**config.mk**
```make
export PLATFORM = sky130hd
export DESIGN_NAME = ext_bus_target
export DESIGN_NICKNAME = d
export VERILOG_FILES = /design/src/rtl/ext_bus_target_pkg.sv /design/src/rtl/ext_bus_target.sv
export SDC_FILE = /design/constraint.sdc
export NUM_CORES = 1
export LEC_CHECK = 0
export ABC_AREA = 1
export BUFFER_PORTS_ARGS = -buffer_cell sky130_fd_sc_hd__buf_2
export CORE_MARGIN = 4
export CORE_UTILIZATION = 41
export CTS_CLUSTER_DIAMETER = 150
export DETAILED_ROUTE_END_ITERATION = 16
export PLACE_DENSITY = 0.74
export SLEW_MARGIN = 20
export SYNTH_ARGS = -nofsm -noshare
export SYNTH_HDL_FRONTEND = slang
export SYNTH_SLANG_ARGS = --single-unit
export TNS_END_PERCENT = 20
```
**constraint.sdc**
```tcl
create_clock -name CLK -period 1.2 [get_ports CLK]
set_input_delay 0.12 -clock CLK [delete_from_list [all_inputs] [get_ports CLK]]
set_output_delay 0.12 -clock CLK [all_outputs]
set_load 0.05 [all_outputs]
```
**src/rtl/ext_bus_target_pkg.sv**
```systemverilog
// Shared definitions for the external-bus target: FSM state encoding, bus error data
// and the chip-select match helper.
package ext_bus_target_pkg;

  typedef enum logic [1:0] {
    IDLE = 2'd0,
    REQ  = 2'd1,
    DONE = 2'd2
  } ExtTgtState_t;

  localparam logic [31:0] BUS_ERR_DATA = 32'hFFFF_FFFF;

  // True when any active-low chip select is asserted in an area this target owns
  function automatic logic cs_hit(input logic [3:0] cs_n, input logic [3:0] mask);
    return |(~cs_n & mask);
  endfunction

endpackage

```
**src/rtl/ext_bus_target.sv**
```systemverilog
// SH-2 style external-bus responder bridging bus cycles to a req/ack backend.
// Optional build macro EXT_BUS_TGT_TIMEOUT_EN adds a CE_R-counted backend timeout.
module ext_bus_target
  import ext_bus_target_pkg::*;
#(
  parameter logic [3:0] CS_MASK = 4'b0001,
  parameter logic [7:0] TIMEOUT = 8'd255
) (
  input  logic        CLK,
  input  logic        RST_N,
  input  logic        CE_R,
  input  logic        CE_F,
  input  logic [26:0] A,
  input  logic [31:0] DI,
  output logic [31:0] DO,
  input  logic        BS_N,
  input  logic        CS0_N,
  input  logic        CS1_N,
  input  logic        CS2_N,
  input  logic        CS3_N,
  input  logic        RD_WR_N,
  input  logic        RD_N,
  input  logic [3:0]  WE_N,
  output logic        WAIT_N,
  output logic [26:0] MEM_A,
  output logic [31:0] MEM_DO,
  output logic [3:0]  MEM_BE,
  output logic        MEM_WE,
  output logic        MEM_REQ,
  input  logic [31:0] MEM_DI,
  input  logic        MEM_ACK,
  output logic        ERR
);

  ExtTgtState_t state_r, state_s;
  logic [31:0]  do_r, do_s;
  logic         wait_n_r, wait_n_s;
  logic [26:0]  mem_a_r, mem_a_s;
  logic [31:0]  mem_do_r, mem_do_s;
  logic [3:0]   mem_be_r, mem_be_s;
  logic         mem_we_r, mem_we_s;
  logic         mem_req_r, mem_req_s;
  logic         err_r, err_s;
  logic         abort_r, abort_s;
  logic         abort_now_s;
  logic         sel_s;
  logic         unused_s;

  assign sel_s = cs_hit({CS3_N, CS2_N, CS1_N, CS0_N}, CS_MASK);

`ifdef EXT_BUS_TGT_TIMEOUT_EN
  logic [7:0] tmo_cnt_r, tmo_cnt_s;
  logic       tmo_hit_s;

  assign tmo_hit_s = ((tmo_cnt_r + 8'd1) == TIMEOUT);
  // Decode is driven by RD_WR_N; the phase strobes below carry no extra information here
  assign unused_s  = &{1'b0, CE_F, RD_N};
`else
  assign unused_s  = &{1'b0, CE_F, RD_N, TIMEOUT, BUS_ERR_DATA};
`endif

  // Next-state and next-output decode for the bus cycle FSM
  always_comb begin
    state_s     = state_r;
    do_s        = do_r;
    wait_n_s    = wait_n_r;
    mem_a_s     = mem_a_r;
    mem_do_s    = mem_do_r;
    mem_be_s    = mem_be_r;
    mem_we_s    = mem_we_r;
    mem_req_s   = mem_req_r;
    err_s       = 1'b0;
    abort_s     = abort_r;
    abort_now_s = 1'b0;
`ifdef EXT_BUS_TGT_TIMEOUT_EN
    tmo_cnt_s   = tmo_cnt_r;
`endif
    case (state_r)
      IDLE: begin
        if (CE_R && !BS_N && sel_s) begin
          mem_a_s   = A;
          mem_do_s  = DI;
          mem_we_s  = ~RD_WR_N;
          mem_be_s  = RD_WR_N ? 4'b1111 : ~WE_N;
          wait_n_s  = 1'b0;
          mem_req_s = 1'b1;
          abort_s   = 1'b0;
`ifdef EXT_BUS_TGT_TIMEOUT_EN
          tmo_cnt_s = 8'd0;
`endif
          state_s   = REQ;
        end else begin
          state_s = IDLE;
        end
      end
      REQ: begin
        // Master dropping its select mid-request means it gave up; finish backend quietly
        abort_now_s = abort_r | (CE_R & ~sel_s);
        abort_s     = abort_now_s;
        if (MEM_ACK) begin
          mem_req_s = 1'b0;
          if (abort_now_s) begin
            err_s    = 1'b1;
            wait_n_s = 1'b1;
            state_s  = IDLE;
          end else begin
            do_s    = mem_we_r ? do_r : MEM_DI;
            state_s = DONE;
          end
        end
`ifdef EXT_BUS_TGT_TIMEOUT_EN
        else if (CE_R && tmo_hit_s) begin
          mem_req_s = 1'b0;
          err_s     = 1'b1;
          if (abort_now_s) begin
            wait_n_s = 1'b1;
            state_s  = IDLE;
          end else begin
            do_s    = mem_we_r ? do_r : BUS_ERR_DATA;
            state_s = DONE;
          end
        end else if (CE_R) begin
          tmo_cnt_s = tmo_cnt_r + 8'd1;
        end
`endif
        else begin
          mem_req_s = 1'b1;
        end
      end
      DONE: begin
        if (CE_R) begin
          wait_n_s = 1'b1;
          state_s  = sel_s ? DONE : IDLE;
        end else begin
          state_s = DONE;
        end
      end
      default: begin
        state_s   = IDLE;
        wait_n_s  = 1'b1;
        mem_req_s = 1'b0;
      end
    endcase
  end

  // State and registered output update
  always_ff @(posedge CLK or negedge RST_N) begin
    if (!RST_N) begin
      state_r   <= IDLE;
      do_r      <= 32'd0;
      wait_n_r  <= 1'b1;
      mem_a_r   <= 27'd0;
      mem_do_r  <= 32'd0;
      mem_be_r  <= 4'd0;
      mem_we_r  <= 1'b0;
      mem_req_r <= 1'b0;
      err_r     <= 1'b0;
      abort_r   <= 1'b0;
`ifdef EXT_BUS_TGT_TIMEOUT_EN
      tmo_cnt_r <= 8'd0;
`endif
    end else begin
      state_r   <= state_s;
      do_r      <= do_s;
      wait_n_r  <= wait_n_s;
      mem_a_r   <= mem_a_s;
      mem_do_r  <= mem_do_s;
      mem_be_r  <= mem_be_s;
      mem_we_r  <= mem_we_s;
      mem_req_r <= mem_req_s;
      err_r     <= err_s;
      abort_r   <= abort_s;
`ifdef EXT_BUS_TGT_TIMEOUT_EN
      tmo_cnt_r <= tmo_cnt_s;
`endif
    end
  end

  assign DO      = do_r;
  assign WAIT_N  = wait_n_r;
  assign MEM_A   = mem_a_r;
  assign MEM_DO  = mem_do_r;
  assign MEM_BE  = mem_be_r;
  assign MEM_WE  = mem_we_r;
  assign MEM_REQ = mem_req_r;
  assign ERR     = err_r;

endmodule

```
# ---- Word-level counts from Yosys, hierarchy flattened
# Index checks and enable logic that the tools add are counted.
# Widths: inputs -> output; s select.
dict set report totals {
  word_cells 54
  ramBits 0
  mem_count 0
  latchBits 0
  rom_bits 0
  regBits 102
}
dict set report classes {
  div_mod_pow 0
  bitwise 9
  addsub 0
  mul 0
  reduce_logical 10
  eq_ne 6
  magnitude_cmp 0
  mux 19
  n_shift 0
}
# operator count
set ops {}
lappend ops {{$mux 1} 10}
lappend ops {{$mux 2} 4}
lappend ops {{$ne 2x2->1 const B} 4}
lappend ops {{$reduce_and 4->1} 2}
lappend ops {{$not 1->1} 6}
lappend ops {{$pmux 1 s3} 2}
lappend ops {{$pmux 2 s3} 1}
lappend ops {{$reduce_and 2->1} 3}
lappend ops {{$mux 4} 1}
lappend ops {{$not 4->4} 1}
lappend ops {{$eq 2x1->1 const B} 1}
lappend ops {{$eq 2x2->1 const B} 1}
lappend ops {{$logic_and 1x1->1} 2}
lappend ops {{$logic_not 2->1} 1}
lappend ops {{$pmux 1 s2} 1}
lappend ops {{$reduce_bool 2->1} 1}
lappend ops {{$and 1x1->1} 1}
lappend ops {{$logic_not 1->1} 1}
lappend ops {{$or 1x1->1} 1}

# ---- Longest topological paths before layout
# Gate-level depths: netlist (run 1).
dict set report depth {
  word_depth 7
  depth_mapped 8
  mapped_depth_nobuf 7
}

# ---- Worst setup path before layout (run 1)
# OpenSTA, ideal clock, no wires.
dict set report synth_timing {
  kind {register to register}
  start {register mem_we_r, in the netlist MEM_WE}
  end {register do_r[11], in the netlist DO[11]}
  period_less_slack_ps 1476
  n_path_buf 1
  required_ps 1074
  path_stages_with_launch 6
  t_arrival_ps 1349
  setup_ps 126
  setup_slack_ps -276
  path_cell_list {dfrtp_1 -> inv_1 -> nand2_1 -> nor3_4 -> clkbuf_2 -> o21ai_0}
}
dict set report synth_between {
  elab_chain_len 2
}
# item line_no
set synth_rtl {}
lappend synth_rtl {{from (decl)} ext_bus_target.sv:41} ;# logic mem_we_r, mem_we_s;
lappend synth_rtl {{from (signal assigned)} ext_bus_target.sv:169} ;# mem_we_r <= mem_we_s;
lappend synth_rtl {{$not 1->1 (no source line)} n/a}
lappend synth_rtl {{$reduce_and 4->1 (no source line)} n/a}
lappend synth_rtl {{to (signal assigned)} ext_bus_target.sv:164} ;# do_r <= do_s;
lappend synth_rtl {{to (decl)} ext_bus_target.sv:36} ;# logic [31:0] do_r, do_s;
# No other way between the ends.
# A chain may end at the register's enable or synchronous reset.

# ---- Worst setup path in the final report (run 1)
dict set report layout_timing {
  start {register state_r[1]}
  end {register do_r[26], in the netlist DO[26]}
}
dict set report layout_between {
  elab_chain_len 2
}
# item line_no
set layout_rtl {}
lappend layout_rtl {{from (decl)} ext_bus_target.sv:35} ;# ExtTgtState_t state_r, state_s;
lappend layout_rtl {{from (signal assigned)} ext_bus_target.sv:163} ;# state_r <= state_s;
lappend layout_rtl {{$eq 2x1->1} ext_bus_target.sv:78} ;# case (state_r)
lappend layout_rtl {{$reduce_and 4->1 (no source line)} n/a}
# No other way between the ends.

==> results by group, run 1 <==
Synthesis
  – Mapped Area: 3956 µm²
  – Cell taking the most area after synthesis: dfrtp_1
  – Synthesized area per cell: between 8 and 9 µm²
  – Flip-flop and latch count after synthesis: 102
  – Yosys warns: 0
  – Library cells used by synthesis: 19
  – Leading post-synthesis cells by cell area: dfrtp_1, nand2_1, o21ai_0
  – Syn_nets: 550
  – Mapped Cells: about 440
  – Register area share after synthesis: 64.55%
  – Post-synth top area share: 63.88%

Pwr
  – Sw frac: 54.80%
  – Seq pwr share: a little under a third
  – Clk pwr share: 10.9%
  – Power Internal: 8679 µW
  – Total power: about 19000 µW
  – Leak: between 0.003 and 0.004 µW
  – Peak VDD IR: 0.001793 V
  – Logic pwr share: 57.2%
  – Power per Cell Area: ~2800 nW/µm²
  – Sw power: 10520 µW

Die
  – Number of top-level pins: 206
  – Die ar.: 11280 µm²
  – Die Y: about 110 µm
  – Die width: 106.2 µm
  – Effective utilization at floorplan: 42.41%
  – Core Footprint: approximately 9300 µm²
  – Cell Rows: 35

Worst setup path
  – RR Startpoint: state_r[1]
  – CP Cell Sequence: inv_2 -> nand2_2 -> nor3_4 -> buf_6 -> clkbuf_16 -> nand2_1 -> o21ai_0
  – R2R depth: 7
  – Category of the most critical setup path: reg2reg
  – Flop2flop setup slack: -140 ps
  – CP startpoint kind: flop
  – Setup crit end kind: flop
  – CP max stage delay: 450 ps
  – Kind of cell adding the most delay to the critical path: flip-flops
  – CP Data Required Time: around 1500 ps
  – Reg2reg end: DO[26]
  – CP max-delay cell: dfrtp_1
  – CP Max Fanout: 8
  – CP arrival: 1600 ps
  – Worst path bufs/invs: 3

Cells and area
  – Fin cells: 896
  – Fin util: approximately 73%
  – Layout Nets: between 800 and 900
  – Filler instances: 625
  – Area Growth Syn to Fin: 71.13%
  – Final instance area: between 6000 and 7000 µm²
  – Share of layout cells above drive strength 1: between 30% and 40%
  – Diodes inserted: 0

Clock network
  – H-Tree Depth: 3
  – CTS tree: done
  – Root Driver: clkbuf_8
  – Worst skew pair latency: 360 ps
  – CTS Buf Count: 9
  – Buffer depth of the longest clock path: 2
  – Clock transition at path regs: 110 ps
  – Clk sinks: roughly 100

STA
  – Min Hold Slack: between 20 and 25 ps
  – Max_slew headroom: between 80% and 90%
  – Final Max Slew Viols: 0
  – Setup ws final: -142.9 ps
  – Worst Skew: 19.33 ps
  – RSZ-0062 raised after global routing: yes
  – Final Hold Vio Count: 0
  – Crit path time final: 1343 ps
  – Worst-margin pin slew: around 280 ps
  – FMAX: 744.7 MHz
  – Final setup vio count: 99
  – Final period util: 111.9%

Global routing
  – Global route overflow: 0
  – Vias in the first global route: 4339
  – Initial antenna violation count: 0
  – Global-route wire length before repair: 20930 µm
  – Gr usage total: 22.97%
  – Largest net degree at the start of global routing: 50

Drt
  – Detailed Routing Iterations Pass 1: 6
  – WL final: 14200 µm
  – Routed via count: 4275
  – ANT nets after route: 0
  – DR iter-0 viols: 254
  – Vias per inst: 4.771
  – WL/cell: 15.85 µm
  – # DRC: 0

Outcome
  – Status: finished with violations
  – Failing checks: negative setup slack

Place
  – Final GP Congestion: 0.7858
  – Detailed-placement wirelength estimate: 7473 µm
  – # placed instances: 768
  – Post-DP Area: 5187 µm²
  – IO Port Bufs: 200

Hold path
  – Hold endpoint: ERR
  – Hold crit path type: in2reg
  – Hold depth: 3
  – Min-delay src: MEM_ACK

Flow run
  – Max_cap viols: 0
logic make-up (layout without fill, tap and decap cells):
kind of cell    count (synthesis)  in the layout  synth area share [%]
flops                         102            102                 64.55
compound gates                 41             41                 5.345
simple gates                  238            238                 23.18
buf+inv                        62            386                 6.926
stage by stage:
stage / TNS (ps) / setup WS (ps)
after floorplan: -7193 / -120.2
after global placement: -6007 / -105.4
after detailed placement: -7823 / -137.2
after CTS: -3207 / -76.42
after global routing: -14860 / -228.2
final: -5988 / -142.9
cell type report:
cell class / count / area [µm²] / share of cell area [%]
Clock buffer: 10 / 137.6 / 2.033
Tap cell: 129 / 161.4 / 2.384
Multi-Input combinational cell: 279 / 1230 / 18.17
Clock inverter: 6 / 51.30 / 0.7577
Inverter: 43 / 168.9 / 2.495
Timing Repair Buffer: 327 / 2466 / 36.43
Sequential cell: 102 / 2555 / 37.74
flip-flops by register name, indices dropped and copies added, names as in the netlist:
register	cells
DO	32
MEM_DO	32
MEM_A	27
MEM_BE	4
state_r	2
ERR	1
MEM_REQ	1
MEM_WE	1
WAIT_N	1
abort_r	1
cells in the mapped netlist:
master	instances
o21ai_1	1
clkbuf_2	3
nand2_1	220
nand3_1	4
o211ai_1	1
buf_4	9
dfrtp_1	101
a21oi_1	5
nor2_1	12
inv_1	41
buf_2	3
a31oi_1	1
nor3_4	1
inv_2	2
o21bai_1	1
clkbuf_1	4
dfstp_2	1
o21ai_0	32
nand3_2	1
routing by layer:
metal | global-route usage (%) | part of all wire [%] | vias up | wire length, µm
met5 | 0 | 0 | - | 0
met4 | 7.308 | 2.0 | 0 | 282
met3 | 4.432 | 7.9 | 31 | 1117
met2 | 40.77 | 53 | 237 | 7491
met1 | 28.12 | 37 | 2033 | 5305
li1 | - | - | 1974 | -
tightest hold or removal path, delay by kind of cell:
family,cells,cell delay (ps)
AND/OR/NAND/NOR,1,50
buffers and inverters,2,170
worst max path at each step:
| stage | from | endpoint | cells past startpoint | slack [ps] |
|---|---|---|---|---|
| 6_report | state_r[1] | DO[26] | 7 | -140 |
| 5_1_grt | state_r[1] | DO[26] | 7 | -230 |
| 4_1_cts | state_r[0] | MEM_BE[0] | 6 | -80 |
| 3_5_place_dp | state_r[0] | MEM_BE[0] | 6 | -140 |
| 3_3_place_gp | state_r[0] | MEM_BE[1] | 6 | -110 |
| 2_1_floorplan | MEM_WE | DO[0] | 5 | -120 |
power by group through the flow:
stage	Sequential, µW	Combinational, µW	Clock (µW)
after global placement	5950	9930	0
after CTS	5980	10500	2150
after floorplan	11800	1640	0
final	6120	11000	2090
after detailed placement	6000	10100	0
after global routing	6310	11500	2280
repair_timing:
item | 4_1_cts | 5_1_grt
setup endpoints to repair | 99 | 100
gates cloned | 2 | 8
hold buffers | 96 | 0
setup buffers | 3 | 3
endpoints found under the hold margin | 197 | 0
pin swaps | 2 | 4
gates resized for setup | 24 | 41
layout by cell type (no fill, tap or decap), drive strengths merged:
cell type | Yosys | final
a31oi | 1 | 1
o211ai | 1 | 1
clkinv | 0 | 3
nor2 | 12 | 12
inv | 43 | 46
dfstp | 1 | 1
nand2 | 220 | 220
dlygate4sd3 | 0 | 96
o21bai | 1 | 1
o21ai | 33 | 33
nand3 | 5 | 5
clkbuf | 7 | 19
dfrtp | 101 | 101
buf | 12 | 222
a21oi | 5 | 5
nor3 | 1 | 1
No activity file was read; power rests on OpenSTA's default activity.
==> run 2, diff against run 1 <==
ABC_AREA = default   (was 1)
==> run 2 against run 1 <==
- the run still ends with negative setup slack left
- worst setup slack got worse by 460 ps
- via count down 25%
- core utilization shrank 2.3 points
- combinational power shrank 23%
- fmax shrank 25%
- largest cell class unchanged
- worst hold slack got worse by 16 ps
- critical path depth fell by 3
- global-route usage down 3.4 points
- clock-buffer cell count rose by 2
- sequential power is 12% lower
==> results by group, run 2 <==
Synthesis
  – Library cells used by synthesis: 27 (+8)
  – Most common cell in the netlist: dfrtp_1
  – EDFF count, synth: 0 (unchanged)
  – Yosys warns: 0 (unchanged)
  – Register area share after synthesis: 64.75% (+0.20 points)
  – Synth top cells by count: dfrtp_1, mux2_2, o21ai_0, mux2_4, nor2b_1
  – Most common flop cell mapped by yosys: dfrtp_1
  – Mapped Cells: 242 (-45%)
  – Mapped Area: 3944 µm² (-0.32%)
  – Cell taking the most area after synthesis: dfrtp_1
  – Synthesized area per cell: 16.30 µm² (+82%)
  – Syn_nets: 349 (-37%)
  – Post-synth top area share: 64.09% (+0.20 points)
  – Flip-flop and latch count after synthesis: 102 (unchanged)
  – Leading post-synthesis cells by cell area: dfrtp_1, mux2_2, mux2_4
  – Asr flop ratio synth: 100.0% (unchanged)

STA
  – Final Max Slew Viols: 0 (unchanged)
  – Worst-margin pin slew: 331.9 ps (+48.13 ps)
  – Min Hold Slack: 7.427 ps (-16.33 ps)
  – Crit path time final: 1801 ps (+457.9 ps)
  – Final Hold Vio Count: 0 (unchanged)
  – RSZ-0062 raised after global routing: yes
  – Setup ws final: -600.8 ps (-457.9 ps)
  – FMAX: 555.3 MHz (-25%)
  – Final period util: 150.1% (+38 points)
  – Max_slew headroom: 77.87% (-3.2 points)
  – Worst Skew: 16.76 ps (-2.564 ps)
  – Final setup vio count: 101 (+2.0%)

Global routing
  – Vias in the first global route: 3479 (-20%)
  – Initial antenna violation count: 0 (unchanged)
  – Global route overflow: 0 (unchanged)
  – Global-route wire length before repair: 17340 µm (-17%)
  – Largest net degree at the start of global routing: 62 (+24%)
  – Gr usage total: 19.58% (-3.4 points)

Pwr
  – Total power: 16010 µW (-17%)
  – Power per Cell Area: 2455 nW/µm² (-13%)
  – Leak: 0.003258 µW (-12%)
  – Peak VDD IR: 0.001397 V (-22%)

Flow run
  – Max_cap viols: 0 (unchanged)

Cells and area
  – Share of layout cells above drive strength 1: 59.86% (+24 points)
  – Commonest non-fill, non-tap cell in the layout: buf_2
  – Final instance area: 6521 µm² (-3.7%)
  – Diodes inserted: 0 (unchanged)
  – Layout Nets: 655 (-25%)
  – Area Growth Syn to Fin: 65.36%
  – Most frequent cells in the layout: buf_2, dfrtp_1, dlygate4sd3_1, mux2_4, mux2_2
  – Filler instances: 633 (+1.3%)
  – FF+latch area: 2554 µm² (about the same)
  – Area occupied by multi-input gates: 1455 µm² (+18%)
  – Fin cells: 682 (-24%)

Worst setup path
  – Setup crit end kind: flop
  – Category of the most critical setup path: reg2reg
  – CP Data Required Time: 1430 ps (-30 ps)
  – CP Cell Sequence: or4b_4 -> nor2_8 -> buf_12 -> mux2_2
  – Kind of cell adding the most delay to the critical path: simple AND/OR/NAND/NOR gates
  – CP max stage delay: 530 ps (+80 ps)
  – CP startpoint kind: flop
  – Worst path bufs/invs: 1 (-2)
  – CP arrival: 2030 ps (+430 ps)
  – CP max-delay cell: or4b_4
  – CP Max Fanout: 16 (+8)

Die
  – Die Y: 106.1 µm (-0.15%)
  – Effective utilization at floorplan: 42.48% (+0.065 points)
  – Die ar.: 11250 µm² (-0.29%)
  – Core Footprint: 9284 µm² (-0.47%)
  – Die width: 106.1 µm (-0.15%)
  – Number of top-level pins: 206 (unchanged)
  – Cell Rows: 35 (unchanged)

Hold path
  – Hold crit path type: in2reg

Clock network
  – Post-CTS setup buffers: 0 (-3)
  – Clk sinks: 102 (unchanged)
  – Buffer depth of the longest clock path: 2 (unchanged)
  – Clock transition at path regs: 100 ps (about the same)
  – Worst skew pair latency: 350 ps (about the same)
  – Root Driver: clkbuf_8
  – H-Tree Depth: 3 (unchanged)
  – CTS Buf Count: 9 (unchanged)
  – CTS tree: done

Drt
  – Vias per inst: 4.676 (-2.0%)
  – Routed via count: 3189 (-25%)
  – # DRC: 0 (unchanged)
  – WL final: 11540 µm (-19%)
  – Met2 wire len: 6102 µm (-19%)
  – DR iter-0 viols: 107 (-58%)
  – Met3 WL post-DR: 794 µm (-29%)
  – Detailed Routing Iterations Pass 1: 4 (-2)
  – ANT nets after route: 0 (unchanged)
  – Met1 WL: 4330 µm (-18%)
  – DR top layer: met4
  – WL/cell: 16.92 µm (+6.8%)

Place
  – IO Port Bufs: 200 (unchanged)
  – Dpl ws: -629.5 ps (-492.4 ps)
  – Post-DP Area: 5200 µm² (+0.24%)
  – Final GP Congestion: 0.7059 (-10%)
  – Detailed-placement wirelength estimate: 6803 µm (-9.0%)
  – # placed instances: 576 (-25%)

Outcome
  – Failing checks: negative setup slack
  – Status: finished with violations
==> run 2: cell count changes in the layout (fill, tap and decap cells not counted), moves of 8 or more <==
cell | previous run | this run
dlygate4sd3_1 | 96 | 88
mux2_2 | 0 | 37
nand2_1 | 212 | 2
mux2_4 | 0 | 53
inv_1 | 39 | 2
o21ai_1 | 23 | 3
==> run 2: final timing paths <==
check / start / endpoint / slack, ps / depth (start not counted)
max: state_r[1] / MEM_DO[19] / -600 / 4
max in group asynchronous: RST_N / WAIT_N / 530 / 3
min: RD_WR_N / MEM_WE / 7 / 2
max reg2reg: state_r[1] / MEM_DO[19] / -600 / 4
min in group asynchronous: RST_N / MEM_A[24] / 290 / 3
min reg2reg: MEM_A[3] / MEM_A[3] / 510 / 1
==> run 2: logic make-up (layout without fill, tap and decap cells) <==
family                 Yosys count  after routing  synth area share, %
muxes                           91             91                26.94
buffers and inverters           14            325                2.697
and+or+nand+nor                 17             17                3.078
DFF                            102            102                64.75
AOI/OAI and AO/OA               18             18                2.538
==> run 2: per-stage QoR <==
stage | TNS, ps | util [%]
2_1_floorplan | -49760 | -
3_3_place_gp | -53690 | 56.01
3_5_place_dp | -55410 | 56.01
4_1_cts | -53240 | 68.57
5_1_grt | -55890 | 70.24
6_report | -53450 | 70.24
==> run 2: area by class of cell <==
class	instances	area share, %
clock buffer	12	2.533
clock inverter	4	0.5372
inverter	2	0.1151
multi-input combinational	126	22.31
sequential	102	39.16
tap	129	2.475
timing repair buffer	307	32.87
==> run 2: per-layer routing <==
| layer | track usage [%] | vias up |
|---|---|---|
| met4 | 7.493 | 0 |
| met1 | 21.67 | 1556 |
| met2 | 35.97 | 141 |
| li1 | - | 1465 |
| met3 | 4.979 | 27 |
| met5 | 0 | - |
==> run 2: timing repair <==
item | 4_1_cts | 5_1_grt
hold buffers | 87 | 1
resized for setup | 21 | 35
gates cloned | 1 | 1
hold endpoints to repair | 187 | 1
endpoints found under the setup margin | 102 | 103
==> run 2: power by group <==
part           leakage (µW)  internal (µW)  switching, µW
clock              0.000104            958           1180
sequential          0.00122           4720            688
combinational       0.00193           2590           5880
==> run 2: worst reg2reg max path: stages, from the launching register on <==
cell     delay (ps)
dfrtp_1         390
or4b_4          530
nor2_8          220
buf_12          200
mux2_2          350
==> run 3, diff against run 2 <==
clock period = 1.65 ns   (was 1.2 ns; I/O delays follow)
==> run 3 against run 2 <==
- the flow still finishes with violations (negative setup slack)
- clock power is 27% lower
- clock skew down 5.1 ps
- sequential cell count unchanged
- largest power group unchanged
==> results by group, run 3 (same netlist as run 2, synthesis figures left out) <==
Hold path
  – Hold crit path type: in2reg
  – Min-delay src: MEM_DI[27]
  – Hold depth: 2 (unchanged)
  – Hold endpoint: DO[27]

Outcome
  – Status: finished with violations
  – Failing checks: negative setup slack

Clock network
  – Worst skew pair latency: 350 ps (about the same)
  – Post-CTS setup buffers: 0 (unchanged)
  – H-Tree Depth: 3 (unchanged)
  – CTS Buf Count: 9 (unchanged)
  – Clock transition at path regs: 100 ps (about the same)
  – Clk sinks: 102 (unchanged)
  – Buffer depth of the longest clock path: 2 (unchanged)
  – CTS tree: done
  – Root Driver: clkbuf_8

Worst setup path
  – Kind of cell adding the most delay to the critical path: simple AND/OR/NAND/NOR gates
  – CP Max Fanout: 16 (unchanged)
  – CP max stage delay: 430 ps (-100 ps)
  – CP max-delay cell: or3b_4
  – Category of the most critical setup path: reg2reg
  – Setup crit end kind: flop
  – Worst path bufs/invs: 2 (+1)
  – CP startpoint kind: flop
  – RR Startpoint: state_r[1]
  – CP Data Required Time: 1890 ps (+460 ps)
  – CP arrival: 2010 ps (-20 ps)
  – CP Cell Sequence: buf_4 -> nand3b_1 -> or3b_4 -> clkbuf_16 -> mux2_2
  – Reg2reg end: DO[19]
  – Flop2flop setup slack: -120 ps (+480 ps)
  – R2R depth: 5 (+1)

Place
  – Post-DP Area: 5165 µm² (-0.67%)
  – IO Port Bufs: 200 (unchanged)
  – Dpl ws: -191.7 ps (+437.9 ps)
  – Detailed-placement wirelength estimate: 6913 µm (+1.6%)
  – Final GP Congestion: 0.7485 (+6.0%)

Cells and area
  – Most frequent cells in the layout: buf_2, dfrtp_1, mux2_2, buf_4
  – Diodes inserted: 0 (unchanged)
  – Final instance area: 5408 µm² (-17%)
  – Area Growth Syn to Fin: 37.12%
  – Fin util: 58.25% (-12 points)
  – Commonest non-fill, non-tap cell in the layout: buf_2
  – Share of layout cells above drive strength 1: 70.28% (+10 points)
  – Layout Nets: 564 (-14%)

Global routing
  – Vias in the first global route: 2874 (-17%)
  – Met1 Use GR: 18.40% (-3.3 points)
  – Global route overflow: 0 (unchanged)
  – GRT Max-Usage Layer: met2
  – Largest net degree at the start of global routing: 53 (-15%)
  – Global-route wire length before repair: 14050 µm (-19%)
  – Initial antenna violation count: 0 (unchanged)
  – Gr usage total: 15.65% (-3.9 points)
  – Met2 Use GR: 27.78% (-8.2 points)
  – Met3 Usage GRT: 3.825% (-1.2 points)

Die
  – Cell Rows: 35 (unchanged)
  – Number of top-level pins: 206 (unchanged)
  – Core Footprint: 9284 µm² (unchanged)
  – Die width: 106.1 µm (unchanged)
  – Die ar.: 11250 µm² (unchanged)
  – Die Y: 106.1 µm (unchanged)
  – Effective utilization at floorplan: 42.48% (unchanged)

STA
  – Final setup vio count: 92 (-8.9%)
  – Worst-margin pin slew: 455.7 ps (+123.8 ps)
  – Final Max Slew Viols: 0 (unchanged)
  – Crit path time final: 1770 ps (-31.06 ps)
  – Worst Skew: 11.69 ps (-5.071 ps)
  – Final period util: 107.3% (-43 points)
  – Min Hold Slack: 21.59 ps (+14.16 ps)
  – Final Hold Vio Count: 0 (unchanged)
  – Setup ws final: -119.8 ps (+481.1 ps)
  – Max_slew headroom: 69.62% (-8.3 points)
  – FMAX: 565.0 MHz (+1.8%)
  – RSZ-0062 raised after global routing: yes
  – Setup TNS: -7961 ps (+45490 ps)

Drt
  – WL final: 9058 µm (-21%)
  – DR iter-0 viols: 55 (-49%)
  – WL/cell: 15.35 µm (-9.2%)
  – Detailed Routing Iterations Pass 1: 4 (unchanged)
  – # DRC: 0 (unchanged)
  – Routed via count: 2788 (-13%)
  – Vias per inst: 4.725 (+1.1%)
  – ANT nets after route: 0 (unchanged)

Pwr
  – Peak VDD IR: 0.0009000 V (-36%)
  – Power per Cell Area: 2048 nW/µm² (-17%)
  – Leak: 0.002714 µW (-17%)

Flow run
  – Max_cap viols: 0 (unchanged)
==> run 3: final cells by class <==
| type | instances | area (µm²) |
|---|---|---|
| fill | 810 | 3876 |
| clock inverter | 4 | 56.30 |
| tap | 129 | 161.4 |
| sequential | 102 | 2554 |
| timing repair buffer | 216 | 1194 |
| inverter | 2 | 7.507 |
| multi-input combinational | 126 | 1294 |
| clock buffer | 11 | 141.4 |
==> run 3: power breakdown <==
part           switching, µW  internal, µW
sequential               439          3430
clock                    818           747
combinational           4150          1490
total                   5410          5670
==> run 3: repair_timing <==
item,in CTS,in global routing
setup endpoints to repair,97,97
gates cloned,0,1
resized for setup,3,5
hold endpoints to repair,30,0
hold buffers,1,0
==> run 3: routing by layer <==
metal,vias to the layer above,routed length [µm]
met2,131,4581
met3,13,692
met1,1363,3639
met5,-,0
met4,0,145
li1,1281,-
==> run 3: through the flow <==
stage,total power [µW],instances
5_1_grt,11600,590
4_1_cts,11190,589
6_report,11080,590
3_3_place_gp,9471,573
2_1_floorplan,8150,242
3_5_place_dp,9598,573
==> run 3: worst reg2reg max path, cell delays in order (launching register included) <==
cell       delay [ps]
dfrtp_1           400
buf_4             160
nand3b_1          190
or3b_4            430
clkbuf_16         200
mux2_2            290
==> run 3: worst max-delay path by stage <==
stage	startpoint	end	slack [ps]	cells past startpoint
2_1_floorplan	state_r[1]	MEM_A[15]	-170	6
3_3_place_gp	state_r[1]	MEM_DO[1]	-160	4
3_5_place_dp	state_r[1]	MEM_A[4]	-190	4
4_1_cts	state_r[1]	MEM_A[4]	-110	4
5_1_grt	state_r[1]	MEM_DO[23]	-160	4
6_report	state_r[1]	DO[19]	-120	5
